[src/rtl/score_keeper.sv]
// rtl/score_keeper.sv - two-player BCD score keeper with match FSM and frame-synced display
module score_keeper #(
    parameter int WIN_SCORE = 11
) (
    input  logic       clk,
    input  logic       reset,
    input  logic       start,
    input  logic       p1_point,
    input  logic       p2_point,
    input  logic       frame_tick,
    output logic [3:0] p1_tens,
    output logic [3:0] p1_ones,
    output logic [3:0] p2_tens,
    output logic [3:0] p2_ones,
    output logic       game_over,
    output logic [1:0] winner,
    output logic       playing
);
    typedef enum logic [1:0] {
        IDLE      = 2'd0,
        PLAY      = 2'd1,
        GAME_OVER = 2'd2
    } state_t;

    localparam logic [7:0] WIN_BCD = {4'(WIN_SCORE / 10), 4'(WIN_SCORE % 10)};

    state_t     state_q, state_d;
    logic       start_q;
    logic [7:0] p1_q, p1_d;
    logic [7:0] p2_q, p2_d;
    logic [1:0] winner_q, winner_d;
    logic       playing_q;
    logic [7:0] disp_p1_q, disp_p2_q;
    logic [1:0] disp_winner_q;
    logic       disp_over_q;
    logic       start_rise;
    logic       p1_win, p2_win;

    function automatic logic [7:0] bcd_inc(input logic [7:0] v);
        if (v[3:0] == 4'd9) begin
            bcd_inc = {v[7:4] + 4'd1, 4'd0};
        end else begin
            bcd_inc = {v[7:4], v[3:0] + 4'd1};
        end
    endfunction

    assign start_rise = start & ~start_q;

    always_comb begin
        state_d  = state_q;
        p1_d     = p1_q;
        p2_d     = p2_q;
        winner_d = winner_q;
        p1_win   = 1'b0;
        p2_win   = 1'b0;
        case (state_q)
            IDLE, GAME_OVER: begin
                if (start_rise) begin
                    p1_d     = 8'h00;
                    p2_d     = 8'h00;
                    winner_d = 2'b00;
                    state_d  = PLAY;
                end
            end
            PLAY: begin
                if (p1_point) p1_d = bcd_inc(p1_q);
                if (p2_point) p2_d = bcd_inc(p2_q);
                // Win is judged on the freshly incremented scores so both can land together.
                p1_win = p1_point && (p1_d == WIN_BCD);
                p2_win = p2_point && (p2_d == WIN_BCD);
                if (p1_win || p2_win) begin
                    winner_d = {p2_win, p1_win};
                    state_d  = GAME_OVER;
                end
            end
            default: state_d = IDLE;
        endcase
    end

    always_ff @(posedge clk) begin
        if (reset) begin
            state_q       <= IDLE;
            start_q       <= 1'b1;
            p1_q          <= 8'h00;
            p2_q          <= 8'h00;
            winner_q      <= 2'b00;
            playing_q     <= 1'b0;
            disp_p1_q     <= 8'h00;
            disp_p2_q     <= 8'h00;
            disp_winner_q <= 2'b00;
            disp_over_q   <= 1'b0;
        end else begin
            state_q   <= state_d;
            start_q   <= start;
            p1_q      <= p1_d;
            p2_q      <= p2_d;
            winner_q  <= winner_d;
            playing_q <= (state_d == PLAY);
            // Snapshot the pre-edge values so a coincident point waits for the next frame.
            if (frame_tick) begin
                disp_p1_q     <= p1_q;
                disp_p2_q     <= p2_q;
                disp_winner_q <= winner_q;
                disp_over_q   <= (state_q == GAME_OVER);
            end
        end
    end

    assign p1_tens   = disp_p1_q[7:4];
    assign p1_ones   = disp_p1_q[3:0];
    assign p2_tens   = disp_p2_q[7:4];
    assign p2_ones   = disp_p2_q[3:0];
    assign game_over = disp_over_q;
    assign winner    = disp_winner_q;
    assign playing   = playing_q;
endmodule
[config.mk]
export PLATFORM = sky130hd
export DESIGN_NAME = score_keeper
export DESIGN_NICKNAME = d
export VERILOG_FILES = /design/src/rtl/score_keeper.sv
export SDC_FILE = /design/constraint.sdc
export NUM_CORES = 1
export LEC_CHECK = 0
export ABC_AREA = 1
export BUFFER_PORTS_ARGS = -buffer_cell sky130_fd_sc_hd__buf_2
export CAP_MARGIN = 20
export CORE_AREA = 2 2 72 74
export CTS_BUF_LIST = sky130_fd_sc_hd__clkbuf_2
export CTS_CLUSTER_SIZE = 24
export DETAILED_ROUTE_END_ITERATION = 7
export DIE_AREA = 0 0 74 76
export PLACE_DENSITY_LB_ADDON = 0.08
export RECOVER_POWER = 25
export SLEW_MARGIN = 10
export SYNTH_ARGS = -nofsm -noshare
export SYNTH_HDL_FRONTEND = slang
export SYNTH_SLANG_ARGS = --single-unit
[constraint.sdc]
create_clock -name clk -period 2 [get_ports clk]
set_input_delay 0.3 -clock clk [delete_from_list [all_inputs] [get_ports clk]]
set_output_delay 0.3 -clock clk [all_outputs]
set_load 0.02 [all_outputs]
# Word level (Yosys, flattened, before mapping)
# Index checks and enable logic that the tools add are counted.
# W data, S select, Z words.
# word_totals
output_inout_bits	20
register_bits	41
wordCells	48
in_bits	6
# op_classes
n_addsub	4
n_bitwise	2
eq_ne	9
muxes	15
n_reduce_logical	8
# op_table
cell	count
$mux W8	7
$pmux W8 S2	2
$add A4 B1 Y4 const B	4
$eq A8 B5 Y1 const B	2
$eq A4 B4 Y1 const B	2
$mux W2	4
$pmux W2 S2	2
$eq A2 B1 Y1 const B	2
$ne A2 B2 Y1 const B	2
$reduce_and A3 Y1	1
$eq A2 B2 Y1 const B	1
$logic_and A1 B1 Y1	2
$logic_not A2 Y1	1
$reduce_and A2 Y1	1
$reduce_bool A2 Y1	1
$reduce_or A2 Y1	1
$and A1 B1 Y1	1
$logic_or A1 B1 Y1	1
$not A1 Y1	1

# Depth between registers and ports, before layout
# Gate-level depths: netlist of run 1.
# depth
ltp_word	10
mapped_depth	13
mapped_depth_nobuf	13

# Worst setup path before layout of run 1
# OpenSTA, ideal clock, no wires.
# synth_path
path_kind	reg-to-reg
startpoint	register p1_q[0]
endpoint	register winner_q[1]
path_stages_with_launch	12
slack_ps	535
arrival_ps	1333
required_ps	1868
setup_ps	132
cell_sequence	dfxtp_1 > nand2_2 > nor2_4 > nand2_4 > xor2_1 > clkinv_1 > nor2_2 > nand2_2 > nand3_2 > nand2_1 > nand2_1 > a21oi_1
# synth_between
elab_chain_cells	9
# synth_lines
item	line_no	rtl
start: declaration	29	logic [7:0] p1_q, p1_d;
start signal: assignment	95	p1_q <= p1_d;
$add A4 B1 Y4 or $eq A4 B4 Y1 (tied branches)	43, 40	
$mux W8	40	if (v[3:0] == 4'd9) begin
$mux W8 *	66	if (p1_point) p1_d = bcd_inc(p1_q);
$mux W8 *	56	case (state_q)
$eq A8 B5 Y1 *	69	p1_win = p1_point && (p1_d == WIN_BCD);
$logic_and A1 B1 Y1 *	69	
$logic_or A1 B1 Y1 *	71	if (p1_win || p2_win) begin
$ne A2 B2 Y1 (no line) *	-	
$reduce_and A3 Y1 (no line) *	-	
end signal: assignment	97	winner_q <= winner_d;
end: declaration	31	logic [1:0] winner_q, winner_d;
# Every way passes the cells marked *; elsewhere a longest branch is shown, timed or not. The select of a mux whose other input is x is not followed.
# A chain may end at the register's enable or synchronous reset.

# Worst setup path in the final report of run 1
# layout_path
startpoint	register p1_q[0]
endpoint	register winner_q[0]
# layout_between
elab_chain_cells	9
# layout_lines
item	line_no
$add A4 B1 Y4 or $eq A4 B4 Y1 (tied branches)	43, 40
$mux W8	40
$mux W8 *	66
$mux W8 *	56
$eq A8 B5 Y1 *	69
$logic_and A1 B1 Y1 *	69
$logic_or A1 B1 Y1	71
$ne A2 B2 Y1 (no line)	-
$reduce_and A3 Y1 (no line)	-
# Marked as above.

==> metrics, run 1 <==
status=complete, no violations; CTS Root Buffer Type=clkbuf_2; final setup TNS=0 ps; top cells by count, synth=61 x nand2_1, 41 x dfxtp_1, 36 x a21oi_1; post-layout util=43.1%; Net Count, Synth=274; Post-synth top flop=dfxtp_1; final worst slack=267 ps; Pleak=0.000910 uW; CP Launch Point=p1_q[0]; Fin. Hold Viols=0; maximum VDD drop=0.240 mV; Post-DRT Antenna Nets=0; part of the power in combinational logic=14.0%; post-synth cell types=27; DP Worst Slack=346 ps; Synth area leaders=dfxtp_1 43%, nand2_1 12%, a21oi_1 9.5%, o21ai_0 5.8%, inv_1 5.6%; Pint=989 uW; unrepaired setup endpoints after global routing=no; Synth-to-Final Area Change=12.1%; WHS Path Cells=2; CTS sink count=41; Total GRT Usage=17.9%; max-slew violations=0; Synth Instances=266; Clock power frac=25.7%; die width=74 microns; Clock Tree Buf Depth=2; H-tree levels=2; clk_skew=35.1 ps; Seq/Total Area, Yosys=43.4%; TritonCTS clock tree=built; Switch Pwr=445 uW; Post-CTS Setup Bufs=0; Fill cells=519; die area=0.00562 sq mm; Core ar.=0.00491 sq mm; final period utilization=86.6%; largest net degree at the start of global routing=25; Worst Path Required=2270 ps; die height=76 microns; yosys synthesis warning count=0; Final Power=1430 uW; vias in the first global route=1677; Routed WL per cell=12.1 microns; Multi-input gate area=906 sq um; Sw Ratio=31.0%; max_slew headroom=32.9%; CTS Buf Count=5; Vias per Instance=4.77; post_cts resized=0; Final min period=1730 ps; crit path DAT=2010 ps; post-cts hold buffer count=0; top-level port count=26; Final Wtd Congestion=0.807; Port Buffers=25; critical path class=flop to flop; fraction of final layout cells sized beyond drive strength 1=17.9%; NumNets Final=298; final setup fails=0; worst reg2reg startpoint=p1_q[0]; GR Overflow Total=0; CP max FO=7; Total Wirelength=4.36 mm; most instantiated library cell after synthesis=nand2_1; total number of vias=1721; DRT iter0 DRCs=103; register area=821 sq um; clock-pin slew on the worst setup and hold paths=230 ps; worst min path class=input port to flop; Yosys top cell area share=43.4%; share of flip-flops with an asynchronous set or reset=0%; # placed instances=353; Avg Synthesized Cell Area=7.10 sq um; crit start category=flop; initial antenna violation count=0; FF+latch count, synth=41; TritonRoute pass-1 iters=4; Least-Margin Pin Slew=1010 ps; crit end category=flop; dominant cell type by area after synthesis=dfxtp_1; Pwr per Cell Area=678 mW/mm^2; Rows=26; dpl hpwl=3.05 mm; EDFF count, synth=0; worst skew pair latency=410 ps; Initial Utilization=38.5%; Mapped Area=0.00189 sq mm; Max Fclk=577 MHz; R2R depth=11; Flop pwr share=60.2%; Ant. Diodes=0; DR DRC count=0; first-pass GRT wire length=7.76 mm; Non-Filler Instances=361; Max Cap Viol=0; HP Start=start
path summary, 6_finish.rpt:
kind | end | slack [ps]
worst max-delay path | winner_q[0] | 270
worst min-delay path | start_q | 80
worst max register to register | winner_q[0] | 270
worst min register to register | winner_q[1] | 480
critical path, cell delays in order, from the launching register on:
cell and delay [ps]:
dfxtp_1 510, nand2_2 120, nor2_4 160, nand2_4 80, xor2_1 190, clkinv_1 110
nor2_2 130, nand2_2 80, nand3_2 50, nand2_1 60, nand2_1 60, a21oi_1 50
sequential cells by signal, indices dropped and copies added, names as in the netlist:
| name | flops |
|---|---|
| p1_q | 8 |
| state_q | 2 |
| start_q | 1 |
| winner_q | 2 |
| winner | 2 |
| playing | 1 |
| disp_p1_q | 8 |
| game_over | 1 |
| disp_p2_q | 8 |
| p2_q | 8 |
cell usage in the layout, fill, tap and decap left out, types with 3 or more instances in the layout:
cell,instances
nand2_1,61
dfxtp_1,41
nor2_1,17
a21oi_1,36
buf_2,24
nand4_1,3
nand3_1,19
clkbuf_2,6
nor2_4,4
inv_2,4
o21ai_0,22
inv_1,28
power groups by stage:
stage	combinational [uW]	sequential, uW	clock [uW]
after floorplan	111	905	0
after global placement	205	880	0
after detailed placement	204	881	0
after CTS	205	865	389
after global routing	229	869	427
final	201	864	369
per-layer routing:
layer | track usage, % | routed length (microns) | up-vias
met5 | 0 | 0 | -
met2 | 27.3 | 2010 | 26
met1 | 23.8 | 2120 | 770
li1 | - | - | 911
met3 | 3.70 | 121 | 14
met4 | 8.55 | 117 | 0
per-stage QoR:
step / hold slack [ps] / cell area [sq um]
floorplan: 407 / 1890
global placement: 456 / 2080
detailed placement: 455 / 2080
CTS: 72.3 / 2120
global route: 62.2 / 2120
finish: 83.1 / 2120
cells by family after synthesis:
family          Yosys count  synth area share [%]
buf+inv                  43                  8.61
fa+ha+maj                 2                  1.32
xor+xnor                  2                 0.927
simple gates            113                  27.5
flops                    41                  43.4
compound gates           65                  18.1
final cells by class:
| cell class | count | area share [%] |
|---|---|---|
| inverter | 33 | 5.85 |
| clock inverter | 2 | 0.473 |
| tap | 70 | 4.14 |
| sequential | 41 | 38.8 |
| multi-input combinational | 182 | 42.8 |
| clock buffer | 6 | 1.42 |
| timing repair buffer | 27 | 6.56 |
Note: power is estimated with default switching activity, not from simulation.
==> run 2, diff against run 1 <==
==> constraint.sdc (replaced) <==
create_clock -name clk -period 1.8 [get_ports clk]
set_input_delay 0.27 -clock clk [delete_from_list [all_inputs] [get_ports clk]]
set_output_delay 0.27 -clock clk [all_outputs]
set_load 0.02 [all_outputs]
==> metrics, run 2 (synthesis results as in run 1) <==
DP Worst Slack=182 ps (was 346 ps); Max Fclk=629 MHz (was 577 MHz); Core ar.=0.00491 sq mm (unchanged); dpl hpwl=3.03 mm (was 3.05 mm); maximum VDD drop=0.358 mV (was 0.240 mV); clock-pin slew on the worst setup and hold paths=190 ps (was 230 ps); die width=74 microns (unchanged); die height=76 microns (unchanged); most frequent cells in the layout=61 x nand2_1, 39 x dfxtp_1, 36 x a21oi_1 (was 61 x nand2_1, 41 x dfxtp_1, 36 x a21oi_1); first-pass GRT wire length=7.43 mm (was 7.76 mm); crit start category=flop (unchanged); GR Overflow Total=0 (unchanged); R2R Setup Slk=210 ps (was 270 ps); Max Cap Viol=0 (unchanged); total number of vias=1724 (was 1721); Post-DRT Antenna Nets=0 (unchanged); Pwr per Cell Area=731 mW/mm^2 (was 678 mW/mm^2); status=complete, no violations (unchanged); crit end category=flop (unchanged); die area=0.00562 sq mm (unchanged); Final min period=1590 ps (was 1730 ps); Ant. Diodes=0 (unchanged); Multi-input gate area=906 sq um (unchanged); CP cell instances=inv_2, nand3_2, nor2_4, nand2_1, nand2_1, nand2_1, nor2_1, nand2_1, nand3_2, nand2_1, nand2_1, a21oi_1 (was nand2_2, nor2_4, nand2_4, xor2_1, clkinv_1, nor2_2, nand2_2, nand3_2, nand2_1, nand2_1, a21oi_1); Clock Tree Buf Depth=2 (unchanged); Fin Hold WS=52.4 ps (was 83.1 ps); final setup TNS=0 ps (unchanged); largest net degree at the start of global routing=21 (was 25); final worst slack=209 ps (was 267 ps); clk_skew=9.45 ps (was 35.1 ps); register area=823 sq um (was 821 sq um); Rows=26 (unchanged); Total Wirelength=4.22 mm (was 4.36 mm); Crit-path slowest cell=dfxtp_1 (unchanged); Routed WL per cell=11.6 microns (was 12.1 microns); Fin. Hold Viols=0 (unchanged); final setup fails=0 (unchanged); Least-Margin Pin Slew=293 ps (was 1010 ps); fraction of final layout cells sized beyond drive strength 1=19.4% (was 17.9%); critical path class=flop to flop (unchanged); most common cell after layout, fill and taps aside=nand2_1 (unchanged); CTS Buf Count=5 (unchanged); Initial Utilization=38.5% (unchanged); Fill cells=538 (was 519); worst min path class=input port to flop (unchanged); NumNets Final=302 (was 298); CP max FO=6 (was 7); DRT iter0 DRCs=76 (was 103); Vias per Instance=4.74 (was 4.77); top-level port count=26 (unchanged); final period utilization=88.4% (was 86.6%); CTS sink count=41 (unchanged); Pleak=0.000927 uW (was 0.000910 uW); max_slew headroom=80.3% (was 32.9%); Port Buffers=25 (unchanged); Total GRT Usage=16.9% (was 17.9%); vias in the first global route=1641 (was 1677); TritonCTS clock tree=built (unchanged); most frequent CP cell=nand2_1; CP peak stage delay=380 ps (was 510 ps); worst skew pair latency=400 ps (was 410 ps); Post-CTS Setup Bufs=0 (unchanged); TritonRoute pass-1 iters=4 (unchanged); unrepaired setup endpoints after global routing=no (unchanged); DR DRC count=0 (unchanged); post-layout util=43.7% (was 43.1%); Worst Path Required=2110 ps (was 2270 ps); crit path DAT=1900 ps (was 2010 ps); Synth-to-Final Area Change=13.5% (was 12.1%); max-slew violations=0 (unchanged); Final Wtd Congestion=0.855 (was 0.807); CTS Root Buffer Type=clkbuf_2 (unchanged); initial antenna violation count=0 (unchanged); H-tree levels=2 (unchanged)
[run 2: critical path: cells and delay by family (launching register included)]
kind	cells	cell delay, ps
flip-flops	1	380
AO/OA/AOI/OAI	1	50
buffers and inverters	1	100
AND/OR/NAND/NOR	10	960
[run 2: layout make-up]
| cell class | instances | share of cell area, % |
|---|---|---|
| Timing Repair Buffer | 31 | 7.93 |
| Inverter | 33 | 5.78 |
| Sequential cell | 41 | 38.4 |
| Tap cell | 70 | 4.08 |
| Clock inverter | 1 | 0.175 |
| Multi-Input combinational cell | 182 | 42.2 |
| Clock buffer | 6 | 1.40 |
[run 2: what timing repair did]
| action | CTS | global route |
|---|---|---|
| resized for setup | 0 | 2 |
| endpoints found under the setup margin | 0 | 3 |
| hold buffers | 0 | 0 |
[run 2: path summary, 6_finish.rpt]
| check | start | endpoint | depth (start not counted) |
|---|---|---|---|
| hold reg to reg | winner_q[1] | winner_q[1] | 2 |
| setup / recovery | p2_q[1] | winner_q[0] | 12 |
| setup reg to reg | p2_q[1] | winner_q[0] | 12 |
| hold / removal | start | start_q | 2 |
[run 2: through the flow]
stage	instances	total power (uW)	area, sq um
3_5_place_dp	357	1210	2110
5_1_grt	364	1660	2140
4_1_cts	364	1590	2140
3_3_place_gp	357	1210	2110
6_report	364	1570	2140
2_1_floorplan	266	1130	1890
[run 2: report_power, final]
| group | internal [uW] | switching, uW | leakage, uW | total, uW |
|---|---|---|---|---|
| registers | 941 | 18.4 | 0.000336 | 959 |
| logic | 66.6 | 165 | 0.000565 | 231 |
| clock network | 90.6 | 287 | 0.0000265 | 378 |
[run 2: layer usage]
metal | GRT usage [%] | up-vias | share of wire (%)
met1 | 21.8 | 786 | 49
met5 | 0 | - | 0
met3 | 4.76 | 5 | 2.6
li1 | - | 918 | -
met4 | 5.64 | 0 | 1.3
met2 | 26.7 | 15 | 47
